### src/rtl/rtc_bus_scheduler_if.sv
// Purpose : bundles the control, bus-engine and shadow-file signals of rtc_bus_scheduler.
// Latency : none (wires only).
// Backpressure: wr_req is held until wr_ack; txn_start/txn_done form a start/complete pair.
//
// Modports:
//   master - the scheduler (drives wr_ack, txn_*, shadow, sweep_done, busy, err)
//   slave  - its environment: edit logic, bus engine and character generator
interface rtc_bus_scheduler_if;
    logic        refresh_tick;
    logic [1:0]  edit_mode;
    logic        wr_req;
    logic [7:0]  wr_addr;
    logic [7:0]  wr_data;
    logic        wr_ack;
    logic        txn_start;
    logic        txn_we;
    logic [7:0]  txn_addr;
    logic [7:0]  txn_wdata;
    logic        txn_done;
    logic [7:0]  txn_rdata;
    logic [71:0] shadow;
    logic        sweep_done;
    logic        busy;
    logic        err;
    logic        err_clr;

    modport master (
        input  refresh_tick, edit_mode, wr_req, wr_addr, wr_data,
               txn_done, txn_rdata, err_clr,
        output wr_ack, txn_start, txn_we, txn_addr, txn_wdata,
               shadow, sweep_done, busy, err
    );

    modport slave (
        output refresh_tick, edit_mode, wr_req, wr_addr, wr_data,
               txn_done, txn_rdata, err_clr,
        input  wr_ack, txn_start, txn_we, txn_addr, txn_wdata,
               shadow, sweep_done, busy, err
    );
endinterface

### src/rtl/rtc_bus_scheduler.sv
// Purpose : sequences RTC bus accesses: periodic read sweep of 9 time registers into a
//           shadow file, edit-mode writes arbitrated at transaction boundaries, frozen edit group.
// Latency : uncontended read = SEL + ISSUE + bus latency per register; writes win every boundary.
// Backpressure: one transaction in flight; wr_req held until wr_ack; refresh ticks collapse to 1 pending.
//
// Ports: clk, reset (synchronous, active-high), bus (rtc_bus_scheduler_if.master).
// Optional feature: define RTC_BCD_CHECK_EN to reject read data with a nibble above 9
// (entry left unchanged, err set, sweep continues). Undefined: reads load unconditionally.
module rtc_bus_scheduler #(
    parameter int         NUM_REGS = 9,
    parameter logic [7:0] RTC_BASE = 8'h21,
    parameter logic [7:0] TMR_BASE = 8'h41,
    parameter int         TIMEOUT  = 255
) (
    input  logic                clk,
    input  logic                reset,
    rtc_bus_scheduler_if.master bus
);

    localparam int IDX_W = $clog2(NUM_REGS + 1);
    localparam int CNT_W = $clog2(TIMEOUT + 1);

    localparam logic [IDX_W-1:0] LAST_IDX  = IDX_W'(NUM_REGS);
    localparam logic [IDX_W-1:0] IDX_MIN_M = IDX_W'(3);   // first index of the date group
    localparam logic [IDX_W-1:0] IDX_MIN_T = IDX_W'(6);   // first index of the timer group
    localparam logic [IDX_W-1:0] IDX_MAX_T = IDX_W'(8);
    localparam logic [CNT_W-1:0] TMO_LAST  = CNT_W'(TIMEOUT - 1);

    localparam logic [2:0] S_IDLE     = 3'd0;
    localparam logic [2:0] S_SEL      = 3'd1;
    localparam logic [2:0] S_RD_ISSUE = 3'd2;
    localparam logic [2:0] S_RD_WAIT  = 3'd3;
    localparam logic [2:0] S_WR_ISSUE = 3'd4;
    localparam logic [2:0] S_WR_WAIT  = 3'd5;

    logic [2:0]                 state;
    logic [IDX_W-1:0]           idx;
    logic                       refresh_pending;
    logic                       sweep_active;
    logic [CNT_W-1:0]           tmo_cnt;
    logic [NUM_REGS-1:0][7:0]   shadow_q;
    logic                       txn_we_q;
    logic [7:0]                 txn_addr_q;
    logic [7:0]                 txn_wdata_q;
    logic                       err_q;

    logic                       tmo;
    logic                       rd_ok;
    logic                       err_set;
    logic                       wr_hit;
    logic [IDX_W-1:0]           wr_hit_idx;

    // Bus address of shadow index i: 0-5 live in the RTC block, 6-8 in the timer block.
    function automatic logic [7:0] map_addr(input logic [IDX_W-1:0] i);
        if (i < IDX_MIN_T)
            map_addr = RTC_BASE + 8'(i);
        else
            map_addr = TMR_BASE + 8'(i - IDX_MIN_T);
    endfunction

    // The group under edit is left alone so the user's value is not overwritten on screen.
    function automatic logic is_frozen(input logic [1:0] em, input logic [IDX_W-1:0] i);
        case (em)
            2'd3:    is_frozen = (i < IDX_MIN_M);
            2'd2:    is_frozen = (i >= IDX_MIN_M) && (i < IDX_MIN_T);
            2'd1:    is_frozen = (i >= IDX_MIN_T) && (i <= IDX_MAX_T);
            default: is_frozen = 1'b0;
        endcase
    endfunction

`ifdef RTC_BCD_CHECK_EN
    assign rd_ok = (bus.txn_rdata[7:4] <= 4'd9) && (bus.txn_rdata[3:0] <= 4'd9);
`else
    assign rd_ok = 1'b1;
`endif

    // Counter holds the number of completed wait cycles; the TIMEOUT-th waiting cycle aborts.
    assign tmo = (tmo_cnt == TMO_LAST) && !bus.txn_done;

    assign err_set = ((state == S_RD_WAIT) && (tmo || (bus.txn_done && !rd_ok))) ||
                     ((state == S_WR_WAIT) && tmo);

    // Reverse map of the latched write address onto the shadow file.
    always_comb begin
        wr_hit     = 1'b0;
        wr_hit_idx = '0;
        for (int i = 0; i < NUM_REGS; i++) begin
            if (txn_addr_q == map_addr(IDX_W'(i))) begin
                wr_hit     = 1'b1;
                wr_hit_idx = IDX_W'(i);
            end
        end
    end

    always_ff @(posedge clk) begin
        if (reset) begin
            state           <= S_IDLE;
            idx             <= '0;
            refresh_pending <= 1'b0;
            sweep_active    <= 1'b0;
            tmo_cnt         <= '0;
            shadow_q        <= '0;
            txn_we_q        <= 1'b0;
            txn_addr_q      <= 8'h00;
            txn_wdata_q     <= 8'h00;
            err_q           <= 1'b0;
        end else begin
            // A fresh error outranks a clear issued in the same cycle.
            if (err_set)
                err_q <= 1'b1;
            else if (bus.err_clr)
                err_q <= 1'b0;

            // Tick while busy (or while a write is taking IDLE) is remembered once.
            if (bus.refresh_tick && ((state != S_IDLE) || bus.wr_req))
                refresh_pending <= 1'b1;

            case (state)
                S_IDLE: begin
                    if (bus.wr_req) begin
                        state        <= S_WR_ISSUE;
                        sweep_active <= 1'b0;
                        txn_we_q     <= 1'b1;
                        txn_addr_q   <= bus.wr_addr;
                        txn_wdata_q  <= bus.wr_data;
                    end else if (bus.refresh_tick || refresh_pending) begin
                        state           <= S_SEL;
                        idx             <= '0;
                        refresh_pending <= 1'b0;
                        sweep_active    <= 1'b1;
                    end
                end

                S_SEL: begin
                    if (bus.wr_req) begin
                        state       <= S_WR_ISSUE;
                        txn_we_q    <= 1'b1;
                        txn_addr_q  <= bus.wr_addr;
                        txn_wdata_q <= bus.wr_data;
                    end else if (idx == LAST_IDX) begin
                        state        <= S_IDLE;
                        sweep_active <= 1'b0;
                    end else if (is_frozen(bus.edit_mode, idx)) begin
                        idx <= idx + IDX_W'(1);
                    end else begin
                        state      <= S_RD_ISSUE;
                        txn_we_q   <= 1'b0;
                        txn_addr_q <= map_addr(idx);
                    end
                end

                S_RD_ISSUE: begin
                    state   <= S_RD_WAIT;
                    tmo_cnt <= '0;
                end

                S_RD_WAIT: begin
                    if (bus.txn_done) begin
                        if (rd_ok)
                            shadow_q[idx] <= bus.txn_rdata;
                        idx   <= idx + IDX_W'(1);
                        state <= S_SEL;
                    end else if (tmo) begin
                        idx   <= idx + IDX_W'(1);
                        state <= S_SEL;
                    end else begin
                        tmo_cnt <= tmo_cnt + CNT_W'(1);
                    end
                end

                S_WR_ISSUE: begin
                    state   <= S_WR_WAIT;
                    tmo_cnt <= '0;
                end

                S_WR_WAIT: begin
                    if (bus.txn_done || tmo) begin
                        // Completed writes to a mapped register show up on screen at once;
                        // a timed-out write is dropped.
                        if (bus.txn_done && wr_hit)
                            shadow_q[wr_hit_idx] <= txn_wdata_q;
                        state <= sweep_active ? S_SEL : S_IDLE;
                    end else begin
                        tmo_cnt <= tmo_cnt + CNT_W'(1);
                    end
                end

                default: state <= S_IDLE;
            endcase
        end
    end

    assign bus.txn_start  = (state == S_RD_ISSUE) || (state == S_WR_ISSUE);
    assign bus.txn_we     = txn_we_q;
    assign bus.txn_addr   = txn_addr_q;
    assign bus.txn_wdata  = txn_wdata_q;
    assign bus.wr_ack     = (state == S_WR_WAIT) && (bus.txn_done || tmo);
    assign bus.sweep_done = (state == S_SEL) && !bus.wr_req && (idx == LAST_IDX);
    assign bus.busy       = (state != S_IDLE);
    assign bus.err        = err_q;
    assign bus.shadow     = shadow_q;

endmodule

### src/flat_wrapper.sv
// flat-port wrapper written by rule: the top's interface ports become plain ports
module rtc_bus_scheduler_flat 
#(
    parameter int         NUM_REGS = 9,
    parameter logic [7:0] RTC_BASE = 8'h21,
    parameter logic [7:0] TMR_BASE = 8'h41,
    parameter int         TIMEOUT  = 255
)
  (clk, reset, bus_refresh_tick, bus_edit_mode, bus_wr_req, bus_wr_addr, bus_wr_data, bus_txn_done, bus_txn_rdata, bus_err_clr, bus_wr_ack, bus_txn_start, bus_txn_we, bus_txn_addr, bus_txn_wdata, bus_shadow, bus_sweep_done, bus_busy, bus_err);
  rtc_bus_scheduler_if bus_i ();
  input  logic clk;
  input  logic reset;
  input wire logic [$bits(bus_i.refresh_tick)-1:0] bus_refresh_tick;
  input wire logic [$bits(bus_i.edit_mode)-1:0] bus_edit_mode;
  input wire logic [$bits(bus_i.wr_req)-1:0] bus_wr_req;
  input wire logic [$bits(bus_i.wr_addr)-1:0] bus_wr_addr;
  input wire logic [$bits(bus_i.wr_data)-1:0] bus_wr_data;
  input wire logic [$bits(bus_i.txn_done)-1:0] bus_txn_done;
  input wire logic [$bits(bus_i.txn_rdata)-1:0] bus_txn_rdata;
  input wire logic [$bits(bus_i.err_clr)-1:0] bus_err_clr;
  output wire logic [$bits(bus_i.wr_ack)-1:0] bus_wr_ack;
  output wire logic [$bits(bus_i.txn_start)-1:0] bus_txn_start;
  output wire logic [$bits(bus_i.txn_we)-1:0] bus_txn_we;
  output wire logic [$bits(bus_i.txn_addr)-1:0] bus_txn_addr;
  output wire logic [$bits(bus_i.txn_wdata)-1:0] bus_txn_wdata;
  output wire logic [$bits(bus_i.shadow)-1:0] bus_shadow;
  output wire logic [$bits(bus_i.sweep_done)-1:0] bus_sweep_done;
  output wire logic [$bits(bus_i.busy)-1:0] bus_busy;
  output wire logic [$bits(bus_i.err)-1:0] bus_err;
  assign bus_i.refresh_tick = bus_refresh_tick;
  assign bus_i.edit_mode = bus_edit_mode;
  assign bus_i.wr_req = bus_wr_req;
  assign bus_i.wr_addr = bus_wr_addr;
  assign bus_i.wr_data = bus_wr_data;
  assign bus_i.txn_done = bus_txn_done;
  assign bus_i.txn_rdata = bus_txn_rdata;
  assign bus_i.err_clr = bus_err_clr;
  assign bus_wr_ack = bus_i.wr_ack;
  assign bus_txn_start = bus_i.txn_start;
  assign bus_txn_we = bus_i.txn_we;
  assign bus_txn_addr = bus_i.txn_addr;
  assign bus_txn_wdata = bus_i.txn_wdata;
  assign bus_shadow = bus_i.shadow;
  assign bus_sweep_done = bus_i.sweep_done;
  assign bus_busy = bus_i.busy;
  assign bus_err = bus_i.err;
  rtc_bus_scheduler #(.NUM_REGS(NUM_REGS), .RTC_BASE(RTC_BASE), .TMR_BASE(TMR_BASE), .TIMEOUT(TIMEOUT)) u_core (.clk(clk), .reset(reset), .bus(bus_i));
endmodule
### config.mk
export PLATFORM = sky130hd
export DESIGN_NAME = rtc_bus_scheduler_flat
export DESIGN_NICKNAME = d
export VERILOG_FILES = /design/src/rtl/rtc_bus_scheduler_if.sv /design/src/rtl/rtc_bus_scheduler.sv /design/src/flat_wrapper.sv
export SDC_FILE = /design/constraint.sdc
export NUM_CORES = 1
export LEC_CHECK = 0
export BUFFER_PORTS_ARGS = -buffer_cell sky130_fd_sc_hd__buf_4
export CAP_MARGIN = 20
export CELL_PAD_IN_SITES_DETAIL_PLACEMENT = 1
export CELL_PAD_IN_SITES_GLOBAL_PLACEMENT = 2
export CORE_AREA = 3 3 116 174
export CTS_CLUSTER_SIZE = 12
export DETAILED_ROUTE_END_ITERATION = 10
export DIE_AREA = 0 0 119 177
export PLACE_DENSITY_LB_ADDON = 0.2
export SYNTH_ARGS = -nofsm -noshare
export SYNTH_HDL_FRONTEND = slang
export SYNTH_SLANG_ARGS = --single-unit
### constraint.sdc
create_clock -name clk -period 2.05 [get_ports clk]
set_input_delay 0.41 -clock clk [delete_from_list [all_inputs] [get_ports clk]]
set_output_delay 0.41 -clock clk [all_outputs]
set_load 0.05 [all_outputs]
Word level (Yosys, flattened, before mapping)
Index checks and enable logic that the tools add are counted.
{"block": "classes", "n_reduce_logical": 35, "order_cmp": 9, "n_eq_ne": 37, "mux": 76, "addsub": 5}
{"operator": "72-bit 2-to-1 mux", "count": 3}
{"operator": "72-bit bitwise mux", "count": 2}
{"operator": "72-bit one-hot mux with 2 select lines", "count": 1}
{"operator": "8-bit 2-to-1 mux", "count": 10}
{"operator": "8-bit demux with 4-bit select", "count": 2}
{"operator": "4-bit 2-to-1 mux", "count": 14}
{"operator": "8-bit by 6-bit == test with 1-bit output, second input constant", "count": 6}
{"operator": "1-bit 2-to-1 mux", "count": 29}
{"operator": "8-bit by 7-bit == test with 1-bit output, second input constant", "count": 3}
{"operator": "3-bit 2-to-1 mux", "count": 8}
{"operator": "8-bit one-hot mux with 3 select lines", "count": 1}
{"operator": "4-bit AND reduction", "count": 5}
{"operator": "2-bit != test, second input constant", "count": 9}
{"operator": "3-bit one-hot mux with 6 select lines", "count": 1}
{"operator": "8-bit one-hot mux with 2 select lines", "count": 1}
{"operator": "1-bit logical AND", "count": 12}
{"operator": "4-bit one-hot mux with 3 select lines", "count": 1}
{"operator": "4-bit by 5-bit less-than comparator with 1-bit output, second input constant", "count": 2}
{"operator": "3-bit nonzero test", "count": 3}
{"operator": "7-bit by 8-bit adder with 8-bit output, first input constant", "count": 1}
{"operator": "8-bit by 1-bit adder with 8-bit output, second input constant", "count": 1}
{"operator": "8-bit == test, second input constant", "count": 1}
{"operator": "4-bit by 1-bit >= comparator with 1-bit output, second input constant", "count": 2}
{"operator": "2-bit by 1-bit != test with 1-bit output, second input constant", "count": 4}
{"operator": "26 further kinds", "count": 40}
{"block": "totals", "ff_bits": 107, "elab_cells": 180}

Logic depth before layout (Yosys ltp)
Gate-level depths: netlist of run 1.
{"block": "depth", "ltp_word": 17, "ltp_mapped": 9}

Worst setup path before layout of run 1
No wires, ideal clock.
{"block": "synth_path", "path_kind": "input-to-output", "from": "input port bus_wr_req", "to": "output port bus_sweep_done", "stages": 4, "t_arrival_ns": 1.841, "setup_slack_ns": -0.201, "t_required_ns": 1.640, "n_path_buf": 2, "path_cell_list": "clkbuf_1 or3_1 clkbuf_1 nor2_1"}
{"block": "synth_via", "elab_chain_len": 3}
{"element": "from (decl)", "line": "flat_wrapper.sv:15", "source": "input wire logic [$bits(bus_i.wr_req)-1:0] bus_wr_req;"}
{"element": "1-bit logical NOT", "line": "rtc_bus_scheduler.sv:198", "source": "assign bus.sweep_done = (state == S_SEL) && !bus.wr_req && (idx == LAST_IDX);"}
{"element": "1-bit logical AND (2 in a row)", "line": "rtc_bus_scheduler.sv:198"}
{"element": "to (decl)", "line": "flat_wrapper.sv:27", "source": "output wire logic [$bits(bus_i.sweep_done)-1:0] bus_sweep_done;"}
Every way passes these cells.

Worst setup path after layout of run 1
{"block": "layout_path", "from": "register u_core.idx[1]", "to": "register u_core.idx[1]"}
{"block": "layout_via", "elab_chain_len": 9}
{"element": "from (decl)", "line": "rtc_bus_scheduler.sv:37", "source": "logic [IDX_W-1:0] idx;"}
{"element": "from (signal assigned)", "line": "rtc_bus_scheduler.sv:144", "source": "idx <= idx + IDX_W'(1);"}
{"element": "from (signal assigned)", "line": "rtc_bus_scheduler.sv:161", "source": "idx <= idx + IDX_W'(1);"}
{"element": "from (signal assigned)", "line": "rtc_bus_scheduler.sv:164", "source": "idx <= idx + IDX_W'(1);"}
{"element": "4-bit by 3-bit >= comparator with 1-bit output, or another cell as far along", "line": "rtc_bus_scheduler.sv:66", "source": "2'd1: is_frozen = (i >= IDX_MIN_T) && (i <= IDX_MAX_T);"}
{"element": "1-bit logical AND (on tied branches)", "line": "rtc_bus_scheduler.sv:66, rtc_bus_scheduler.sv:65"}
{"element": "1-bit one-hot mux with 3 select lines", "line": "rtc_bus_scheduler.sv:63", "source": "case (em)"}
{"element": "1-bit 2-to-1 mux", "line": "rtc_bus_scheduler.sv:140", "source": "end else if (idx == LAST_IDX) begin"}
{"element": "1-bit 2-to-1 mux", "line": "rtc_bus_scheduler.sv:135", "source": "if (bus.wr_req) begin"}
{"element": "1-bit 2-to-1 mux", "line": "rtc_bus_scheduler.sv:118", "source": "case (state)"}
{"element": "1-bit 2-to-1 mux", "line": "rtc_bus_scheduler.sv:96", "source": "if (reset) begin"}
{"element": "2-bit by 1-bit != test with 1-bit output (no source line)"}
{"element": "7-bit AND reduction (no source line)"}
Parallel ways exist; a longest one is shown, timed or not. The select of a mux whose other input is x is not followed.
A chain may end at the register's enable or synchronous reset.

==> flow_summary_export.csv, run 1 <==
group,metric,value,unit
clock_tree,clock_latency,0.36,ns
floorplan,die_w,119,um
placed_design,numPortBuffers,125,
critical_path,criticalPathCategory,"register to register",
min_path,hold_path_class,"input port to register",
route,post_drt_wl_per_cell,20.9,um
clock_tree,cts_tree,"done",
power_and_ir_drop,sw_frac_of_total,31.8,%
route,drc_errors,0,
power_and_ir_drop,power_density,676,nW/um^2
timing,post-route-min-period,2.07,ns
route,drt_wl_total,21300,um
route,wl_met2,11300,um
finish,final_cell_area,7610,um^2
synth,synth-edff-count,0,
global_routing,grt_max_degree,63,
route,vias,5631,
floorplan,ios,126,
floorplan,rows,61,
power_and_ir_drop,p_int,0.00351,W
finish,areaGrowthSynthToFinish,40.1,%
route,vias_per_cell,5.52,
synth,syn_inst,590,
critical_path,start_kind,"register",
placed_design,place_area,7120,um^2
timing,achievable-frequency,483,MHz
timing,rsz0062_at_grt,"true",
synth,avgSynthCellArea,9.21,um^2
power_and_ir_drop,ir_drop,0.339,mV
power_and_ir_drop,seqPwrFrac,43.4,%
finish,finalNonFillerCells,1020,
timing,clock_skew,0.00980,ns
finish,antennaDiodeCount,0,
timing,hold_ws,0.302,ns
route,route.met3.wl,942,um
clock_tree,htreeDepth,3,
critical_path,worstPathArrival,2.35,ns
power_and_ir_drop,power.leakage,3.60,nW
timing,timing.final.crit_share,101,%
route,routed.top_layer,"met4",
synth,async_reset_ff_share,0,%
route,antenna_left,0,
clock_tree,holdBufCountCts,0,
synth,synth-seq-cells,107,
floorplan,die_h,177,um
critical_path,crit_path_end_kind,"register",
critical_path,cpPeakStageDelay,0.43,ns
floorplan,initial_core_util,29.1,%
synth,synth_area,5430,um^2
timing,final-setup-viol-count,3,
critical_path,cp_common_cell,"ha_4",
power_and_ir_drop,p_clk_share,34.7,%
route,initialDrtViolationCount,350,
global_routing,antenna_found_initial,0,
clock_tree,clock_path_buffers,2,
power_and_ir_drop,combPwrFrac,21.9,%
min_path,hold_depth,3,
finish,fill_cells,2162,
run_status,status,"complete, but fails checks",
timing,hold_viol,0,
placed_design,hpwlAfterDp,16200,um
synth,ys_types,60,
timing,worst_slack,-0.0205,ns
route,firstDrtPassIters,4,
global_routing,grt_pass1_vias,5888,
critical_path,critical_path_required,2.33,ns
job,cap_viol_max_count,0,
clock_tree,cts-root-buf,"clkbuf_16",
critical_path,cp_slowest_cell,"or4_1",
synth,syn_nets,633,
power_and_ir_drop,power.switching,0.00164,W
critical_path,r2r_cells,8,
clock_tree,cts_sinks,107,
timing,finalMaxSlewViolations,0,
run_status,failed_checks,"negative setup slack",
placed_design,gp_congestion,0.841,
global_routing,grt_usage,19.7,%
floorplan,dieArea,21100,um^2
clock_tree,cts_buffers,9,
synth,ys_seq_area_share,39.4,%
critical_path,cp_max_fo,6,
floorplan,core,18700,um^2
synth,synth_warnings,0,
clock_tree,path_clk_slew,0.08,ns
timing,slew-limit-headroom,56.4,%
timing,tightest_slew,0.648,ns
global_routing,grt_pass1_wl,32900,um
route,wl_met1,8440,um
finish,drive_above_1_share,35.9,%
finish,finalNetCount,807,
critical_path,worstPathCellList,"ha_4, inv_2, ha_4, nand3b_1, mux2_4, a41o_1, or4_1, a21oi_2",
global_routing,overflow,0,
placed_design,dp_cells,999,
synth,ys_dominant_reg_cell,"dfxtp_1",
==> power by group through the flow <==
stage	Sequential, W	Combinational [W]	Clock (W)
6_report	0.00223	0.00113	0.00178
5_1_grt	0.00224	0.00121	0.00191
4_1_cts	0.00223	0.00109	0.00184
3_5_place_dp	0.00228	0.00108	0
3_3_place_gp	0.00228	0.00106	0
2_1_floorplan	0.00241	0.000490	0
==> critical path, delay by kind of cell (launching register included) <==
kind | cells | cell delay, ns
AND/OR/NAND/NOR | 2 | 0.52
AO/OA/AOI/OAI | 2 | 0.43
flip-flops | 1 | 0.37
multiplexers | 1 | 0.31
adder cells (fa/ha/maj) | 2 | 0.30
buffers and inverters | 1 | 0.06
==> metrics by stage <==
stage | setup TNS, ns | utilization, % | worst slack [ns] | power, W
6_report | -0.0320 | 40.7 | -0.0205 | 0.00514
5_1_grt | -0.692 | 40.7 | -0.118 | 0.00537
4_1_cts | -0.0650 | 39.9 | -0.0415 | 0.00515
3_5_place_dp | -0.540 | 38.1 | -0.103 | 0.00336
3_3_place_gp | 0 | 38.1 | 0.0223 | 0.00334
2_1_floorplan | -0.924 | - | -0.0541 | 0.00290
==> sequential cells by signal, summed over array words and instances (netlist names) <==
register	count
u_core.bus.shadow	72
u_core.bus.txn_addr	8
u_core.bus.txn_wdata	8
u_core.tmo_cnt	8
u_core.idx	4
u_core.state	3
u_core.bus.err	1
u_core.bus.txn_we	1
u_core.refresh_pending	1
u_core.sweep_active	1
==> synth_stat cells, types with 3 or more instances <==
master / number / area [um^2]
a2111oi_0: 5 / 43.8
a211oi_1: 11 / 82.6
a21oi_1: 43 / 215
a21oi_2: 7 / 61.3
a32oi_1: 9 / 78.8
and2_1: 5 / 31.3
and3_1: 3 / 18.8
buf_1: 3 / 11.3
buf_2: 15 / 75.1
clkbuf_1: 25 / 93.8
dfxtp_1: 107 / 2140
ha_1: 11 / 138
inv_1: 20 / 75.1
nand2_1: 36 / 135
nand2b_1: 4 / 25.0
nand3_1: 25 / 125
nand3b_1: 6 / 45.0
nand4_1: 10 / 62.6
nor2_1: 29 / 109
nor2b_1: 8 / 50.1
nor3_1: 9 / 45.0
o211a_1: 56 / 561
o21ai_0: 13 / 65.1
o221a_2: 9 / 101
o221ai_1: 57 / 499
o31ai_1: 5 / 37.5
or3_1: 7 / 43.8
or4_1: 5 / 37.5
xnor2_1: 4 / 35.0
xor2_1: 4 / 35.0
==> worst paths after layout <==
path / start / endpoint / slack [ns]
setup / recovery: u_core.idx[1]$_SDFFE_PP0P_ / u_core.idx[1]$_SDFFE_PP0P_ / -0.02
setup reg to reg: u_core.idx[1]$_SDFFE_PP0P_ / u_core.idx[1]$_SDFFE_PP0P_ / -0.02
hold reg to reg: u_core.bus.txn_we$_SDFFE_PP0P_ / u_core.bus.txn_we$_SDFFE_PP0P_ / 0.49
hold / removal: bus_wr_data[1] / u_core.bus.txn_wdata[1]$_SDFFE_PP0P_ / 0.30
==> cells in the final DEF (no fill, tap or decap), types with 4 or more instances in the layout <==
master,Yosys,final
nand2_1,36,35
xor2_1,4,4
nand4_1,10,10
o221ai_1,57,57
buf_6,2,5
nand2b_1,4,4
a21oi_1,43,41
and2_1,5,4
nor2b_1,8,8
nor2_1,29,27
o31ai_1,5,5
clkbuf_16,0,9
dfxtp_2,0,6
or3_1,7,5
o211a_1,56,56
nand3b_1,6,6
a32oi_1,9,9
o221a_2,9,9
a211oi_1,11,11
xnor2_1,4,4
inv_1,20,17
nand3_1,25,25
nor3_1,9,8
o21ai_0,13,12
or4_1,5,5
inv_2,1,4
dfxtp_1,107,98
buf_4,2,204
ha_1,11,8
a21oi_2,7,6
==> cells by family after synthesis <==
family	count (synthesis)	share of synthesized area (%)
adders and majority gates	11	2.53
muxes	3	0.576
buffers and inverters	69	5.55
AOI/OAI and AO/OA	237	35.7
xor gates and xnor gates	8	1.29
DFF	107	39.4
and+or+nand+nor	155	14.9
==> metal layers <==
metal	vias up	global-route usage (%)
met5	-	0
met4	0	7.06
met3	37	3.33
met2	148	36.4
met1	2770	22.7
li1	2676	-
==> area by class of cell <==
| class | instances | area [um^2] | area share [%] |
|---|---|---|---|
| repair buffers | 211 | 1630 | 21.4 |
| inverters | 21 | 78.8 | 1.04 |
| well taps | 252 | 315 | 4.14 |
| clock buffers | 10 | 229 | 3.01 |
| multi-input cells | 414 | 3140 | 41.2 |
| clock inverters | 5 | 62.6 | 0.822 |
| flip-flops and latches | 107 | 2160 | 28.4 |
==> what timing repair did <==
action | 4_1_cts | 5_1_grt
setup endpoints to repair | 12 | 63
gates resized for setup | 17 | 25
endpoints found under the hold margin | 0 | 0
pin swaps | 3 | 7
setup buffers | 1 | 5
(Power assumes the default switching activity.)
==> run 2, diff against run 1 <==
--- a/config.mk
+++ b/config.mk
@@ -7,12 +7,10 @@
 export LEC_CHECK = 0
 export BUFFER_PORTS_ARGS = -buffer_cell sky130_fd_sc_hd__buf_4
 export CAP_MARGIN = 20
-export CELL_PAD_IN_SITES_DETAIL_PLACEMENT = 1
-export CELL_PAD_IN_SITES_GLOBAL_PLACEMENT = 2
-export CORE_AREA = 3 3 116 174
+export CORE_AREA = 3 3 100 149
 export CTS_CLUSTER_SIZE = 12
 export DETAILED_ROUTE_END_ITERATION = 10
-export DIE_AREA = 0 0 119 177
+export DIE_AREA = 0 0 103 152
 export PLACE_DENSITY_LB_ADDON = 0.2
 export SYNTH_ARGS = -nofsm -noshare
 export SYNTH_HDL_FRONTEND = slang
==> flow_summary_export.csv, run 2 (synthesized netlist as in run 1, its figures left out) <==
group,metric,value,unit
clock_tree,clock_latency,0.35,ns
timing,slew-limit-headroom,57.2,%
floorplan,die_h,152,um
critical_path,crit_family,"compound AO/OA/AOI/OAI gates",
timing,clock_skew,0.00826,ns
critical_path,worstPathArrival,2.29,ns
clock_tree,cts_buffers,9,
timing,tightest_slew,0.641,ns
critical_path,criticalPathCategory,"register to register",
clock_tree,cts_sinks,107,
critical_path,cp_num_buf_inv,1,
global_routing,grt_pass1_vias,5463,
floorplan,die_w,103,um
finish,mostFrequentLayoutCells,"buf_4, dfxtp_1, o221ai_1, o211a_1, a21oi_1",
power_and_ir_drop,power_density,673,nW/um^2
min_path,hold_path_class,"input port to register",
global_routing,overflow,0,
critical_path,crit_path_end_kind,"register",
route,post_drt_wl_per_cell,19.9,um
route,vias_per_cell,6.12,
placed_design,place_ws,-0.136,ns
timing,timing.final.crit_share,99.2,%
global_routing,antenna_found_initial,0,
global_routing,grt_use_met1,26.6,%
floorplan,rows,52,
finish,multi_input_area,3200,um^2
global_routing,grt_busiest_layer,"met2",
finish,finalNonFillerCells,919,
critical_path,cp-startpoint,"u_core.idx[2]$_SDFFE_PP0P_",
placed_design,numPortBuffers,125,
floorplan,core,13700,um^2
route,drc_errors,0,
clock_tree,holdBufCountCts,0,
critical_path,critical_path_required,2.30,ns
finish,utilization,54.8,%
critical_path,cp_slowest_cell,"dfxtp_4",
min_path,hold_depth,3,
placed_design,hpwlAfterDp,13400,um
critical_path,worstPathCellList,"ha_4, inv_4, ha_4, nand3b_1, mux2_4, a41o_4, or3_1, o41ai_2",
timing,final-setup-viol-count,0,
global_routing,grt_pass1_wl,28100,um
timing,worst_slack,0.0157,ns
route,firstDrtPassIters,5,
critical_path,start_kind,"register",
power_and_ir_drop,ir_drop,0.527,mV
floorplan,ios,126,
finish,finalNetCount,795,
finish,largest_reg_flops,72,
route,drt_wl_total,18300,um
global_routing,met2_usage,38.2,%
timing,finalMaxSlewViolations,0,
timing,post-route-min-period,2.03,ns
critical_path,cp_common_cell,"ha_4",
finish,final_cell_area,7480,um^2
critical_path,rr_endpoint,"u_core.idx[3]$_SDFFE_PP0P_",
timing,hold_viol,0,
placed_design,place_area,6860,um^2
critical_path,cpPeakStageDelay,0.37,ns
finish,final_common_cell,"buf_4",
critical_path,regToRegSetupSlack,0.02,ns
run_status,status,"complete, no violations",
clock_tree,path_clk_slew,0.08,ns
clock_tree,htreeDepth,3,
global_routing,grt_usage,22.4,%
floorplan,initial_core_util,39.8,%
placed_design,dp_cells,892,
placed_design,gp_congestion,0.944,
global_routing,met3_usage,4.22,%
floorplan,dieArea,15700,um^2
clock_tree,cts-root-buf,"clkbuf_16",
finish,antennaDiodeCount,0,
min_path,holdPathEnd,"u_core.bus.txn_wdata[3]$_SDFFE_PP0P_",
finish,drive_above_1_share,36.2,%
finish,fill_cells,1240,
critical_path,r2r_start,"u_core.idx[2]$_SDFFE_PP0P_",
timing,achievable-frequency,492,MHz
route,initialDrtViolationCount,308,
route,vias,5622,
route,antenna_left,0,
clock_tree,clock_path_buffers,2,
critical_path,r2r_cells,8,
timing,rsz0062_at_grt,"true",
power_and_ir_drop,power.leakage,3.56,nW
finish,regArea,2160,um^2
finish,areaGrowthSynthToFinish,37.7,%
global_routing,grt_max_degree,62,
critical_path,cp_max_fo,6,
job,cap_viol_max_count,0,
power_and_ir_drop,total_power,0.00504,W
clock_tree,cts_tree,"done",
min_path,hp-start,"bus_wr_data[3]",
[run 2: power breakdown]
| part | internal, W | switching (W) |
|---|---|---|
| registers | 0.00214 | 0.0000802 |
| logic | 0.000396 | 0.000703 |
| clock network | 0.000855 | 0.000863 |
| total | 0.00339 | 0.00165 |
[run 2: metal layers]
layer  up-vias  part of all wire (%)
li1       2661                     -
met5         -                     0
met2       222                    51
met3        54                   6.2
met4         0                   4.2
met1      2685                    39
[run 2: per-stage QoR]
step	TNS, ns	hold slack [ns]
global placement	0	0.464
detailed placement	-0.258	0.474
global route	-0.501	0.302
floorplan	-0.924	0.452
finish	0	0.305
CTS	-0.00289	0.301
[run 2: worst max path at each step]
stage	endpoint	slack [ns]	depth (start not counted)
5_1_grt	u_core.bus.txn_addr[2]$_SDFFE_PP0P_	-0.07	8
3_3_place_gp	u_core.idx[1]$_SDFFE_PP0P_	0.009	7
3_5_place_dp	u_core.idx[3]$_SDFFE_PP0P_	-0.14	7
6_report	u_core.idx[3]$_SDFFE_PP0P_	0.02	8
4_1_cts	u_core.idx[3]$_SDFFE_PP0P_	-0.003	7
2_1_floorplan	u_core.bus.shadow[0]$_SDFFE_PP0P_	-0.05	6
[run 2: cell type report]
| class | instances | share of cell area [%] |
|---|---|---|
| inverter | 21 | 1.09 |
| clock buffer | 10 | 3.06 |
| sequential | 107 | 28.9 |
| multi-input combinational | 415 | 42.8 |
| clock inverter | 6 | 0.786 |
| timing repair buffer | 198 | 20.6 |
| tap | 162 | 2.71 |
[run 2: repair_timing]
item | 4_1_cts | 5_1_grt
pin swaps | 2 | 14
endpoints found under the setup margin | 10 | 55
hold endpoints to repair | 0 | 0
setup buffers | 3 | 7
cloned | 0 | 1
resized for setup | 19 | 42
[run 2: worst min-delay path, cell delays in order]
cell,delay [ns]
buf_4,0.11
nand2_1,0.05
a21oi_1,0.05
==> run 3, diff against run 2 <==
--- a/config.mk
+++ b/config.mk
@@ -11,6 +11,7 @@
 export CTS_CLUSTER_SIZE = 12
 export DETAILED_ROUTE_END_ITERATION = 10
 export DIE_AREA = 0 0 103 152
+export GPL_TIMING_DRIVEN = 0
 export PLACE_DENSITY_LB_ADDON = 0.2
 export SYNTH_ARGS = -nofsm -noshare
 export SYNTH_HDL_FRONTEND = slang
==> flow_summary_export.csv, run 3 (synthesized netlist as in run 1, its figures left out) <==
group,metric,value,unit
timing,worst_slack,-0.0720,ns
clock_tree,clock_latency,0.35,ns
global_routing,overflow,0,
clock_tree,cts_sinks,107,
finish,mostFrequentLayoutCells,"buf_4, dfxtp_1, o221ai_1, o211a_1, nand2_1",
placed_design,numPortBuffers,124,
critical_path,cp_max_fo,7,
route,antenna_left,0,
clock_tree,htreeDepth,3,
floorplan,die_w,103,um
job,cap_viol_max_count,0,
timing,hold_ws,0.305,ns
route,drc_errors,0,
clock_tree,cts_buffers,9,
route,firstDrtPassIters,6,
critical_path,cpPeakStageDelay,0.43,ns
clock_tree,cts-root-buf,"clkbuf_16",
finish,largest_reg_flops,72,
route,route.met3.wl,1400,um
power_and_ir_drop,ir_drop,0.399,mV
timing,slew-limit-headroom,48.7,%
finish,fill_cells,1205,
timing,achievable-frequency,471,MHz
clock_tree,cts_tree,"done",
critical_path,start_kind,"register",
route,vias_per_cell,6.35,
floorplan,rows,52,
route,post_drt_wl_per_cell,21.3,um
power_and_ir_drop,power_density,681,nW/um^2
clock_tree,clock_path_buffers,2,
timing,finalMaxSlewViolations,0,
finish,drive_above_1_share,37.4,%
clock_tree,path_clk_slew,0.08,ns
floorplan,core,13700,um^2
global_routing,grt_usage,23.3,%
timing,final-setup-viol-count,5,
run_status,failed_checks,"negative setup slack",
route,routed.top_layer,"met4",
finish,antennaDiodeCount,0,
route,initialDrtViolationCount,369,
critical_path,criticalPathCategory,"register to register",
finish,areaGrowthSynthToFinish,42.6,%
floorplan,ios,126,
timing,clock_skew,0.0113,ns
timing,rsz0062_at_grt,"true",
timing,tightest_slew,0.762,ns
run_status,status,"complete, but fails checks",
global_routing,grt_pass1_wl,29100,um
critical_path,cp_slowest_cell,"a221o_2",
route,drt_wl_total,19500,um
floorplan,dieArea,15700,um^2
placed_design,hpwlAfterDp,13700,um
route,wl_met2,10200,um
critical_path,crit_path_end_kind,"register",
placed_design,gp_congestion,0.903,
finish,final_common_cell,"buf_4",
route,wl_met1,7230,um
global_routing,grt_pass1_vias,5545,
finish,finalNetCount,797,
route,vias,5837,
floorplan,initial_core_util,39.8,%
power_and_ir_drop,power.leakage,3.55,nW
clock_tree,holdBufCountCts,0,
critical_path,crit_family,"compound AO/OA/AOI/OAI gates",
global_routing,grt_max_degree,17,
timing,post-route-min-period,2.12,ns
critical_path,worstPathCellList,"buf_6, inv_4, ha_2, nand2b_1, a221o_2, a41o_4, or4_4, a21oi_2",
critical_path,critical_path_required,2.32,ns
min_path,hold_path_class,"input port to register",
critical_path,cp_num_buf_inv,2,
placed_design,place_ws,-0.332,ns
timing,hold_viol,0,
global_routing,antenna_found_initial,0,
critical_path,worstPathArrival,2.39,ns
power_and_ir_drop,total_power,0.00528,W
timing,timing.final.crit_share,104,%
floorplan,die_h,152,um
[run 3: cell count changes in the layout (fill, tap and decap cells not counted), sizes merged, moves of 2 or more]
cell,before,now
inv,24,21
clkbuf,10,32
buf,198,177
bufinv,0,2
[run 3: layout make-up]
type                    instances  area [um^2]  share of cell area [%]
repair buffers                160         1250                    16.2
clock buffers                  10          229                    2.95
inverters                      21         86.3                    1.11
flip-flops and latches        107         2170                    28.0
clock inverters                 4         77.6                    1.00
well taps                     162          203                    2.62
multi-input cells             416         3430                    44.3
plain buffers                  39          294                    3.79
[run 3: final timing paths]
path              slack [ns]  depth (start not counted)                                   to                            from
hold reg to reg         0.49                          2       u_core.bus.txn_we$_SDFFE_PP0P_  u_core.bus.txn_we$_SDFFE_PP0P_
hold / removal          0.31                          3  u_core.bus.txn_addr[7]$_SDFFE_PP0P_                  bus_wr_addr[7]
setup reg to reg       -0.07                          8           u_core.idx[0]$_SDFFE_PP0P_      u_core.idx[2]$_SDFFE_PP0P_
setup / recovery       -0.07                          8           u_core.idx[0]$_SDFFE_PP0P_      u_core.idx[2]$_SDFFE_PP0P_
[run 3: layer usage]
layer / vias to the layer above / GRT usage, %
met5: - / 0
met4: 0 / 9.81
met3: 69 / 4.22
met2: 300 / 40.4
met1: 2797 / 27.3
li1: 2671 / -
[run 3: per-stage QoR]
stage	utilization (%)	instances	TNS (ns)	area [um^2]
detailed placement	48.5	876	-9.84	6620
floorplan	-	590	-0.924	5490
global placement	48.5	876	-7.57	6620
global route	56.7	919	-0.943	7750
finish	56.7	919	-0.186	7750
CTS	53.9	904	-0.705	7360
[run 3: worst min-delay path, cell delays in order]
cell	delay (ns)
buf_4	0.11
nand2_1	0.04
a21oi_1	0.05
[run 3: power breakdown]
part	switching, W	internal (W)
logic	0.000740	0.000436
clock network	0.000786	0.00106
registers	0.000107	0.00214
[run 3: timing repair]
action	CTS	global route
buffers inserted	15	21
setup endpoints to repair	75	69
cloned	1	1
gates resized for setup	72	69
pin swaps	8	22
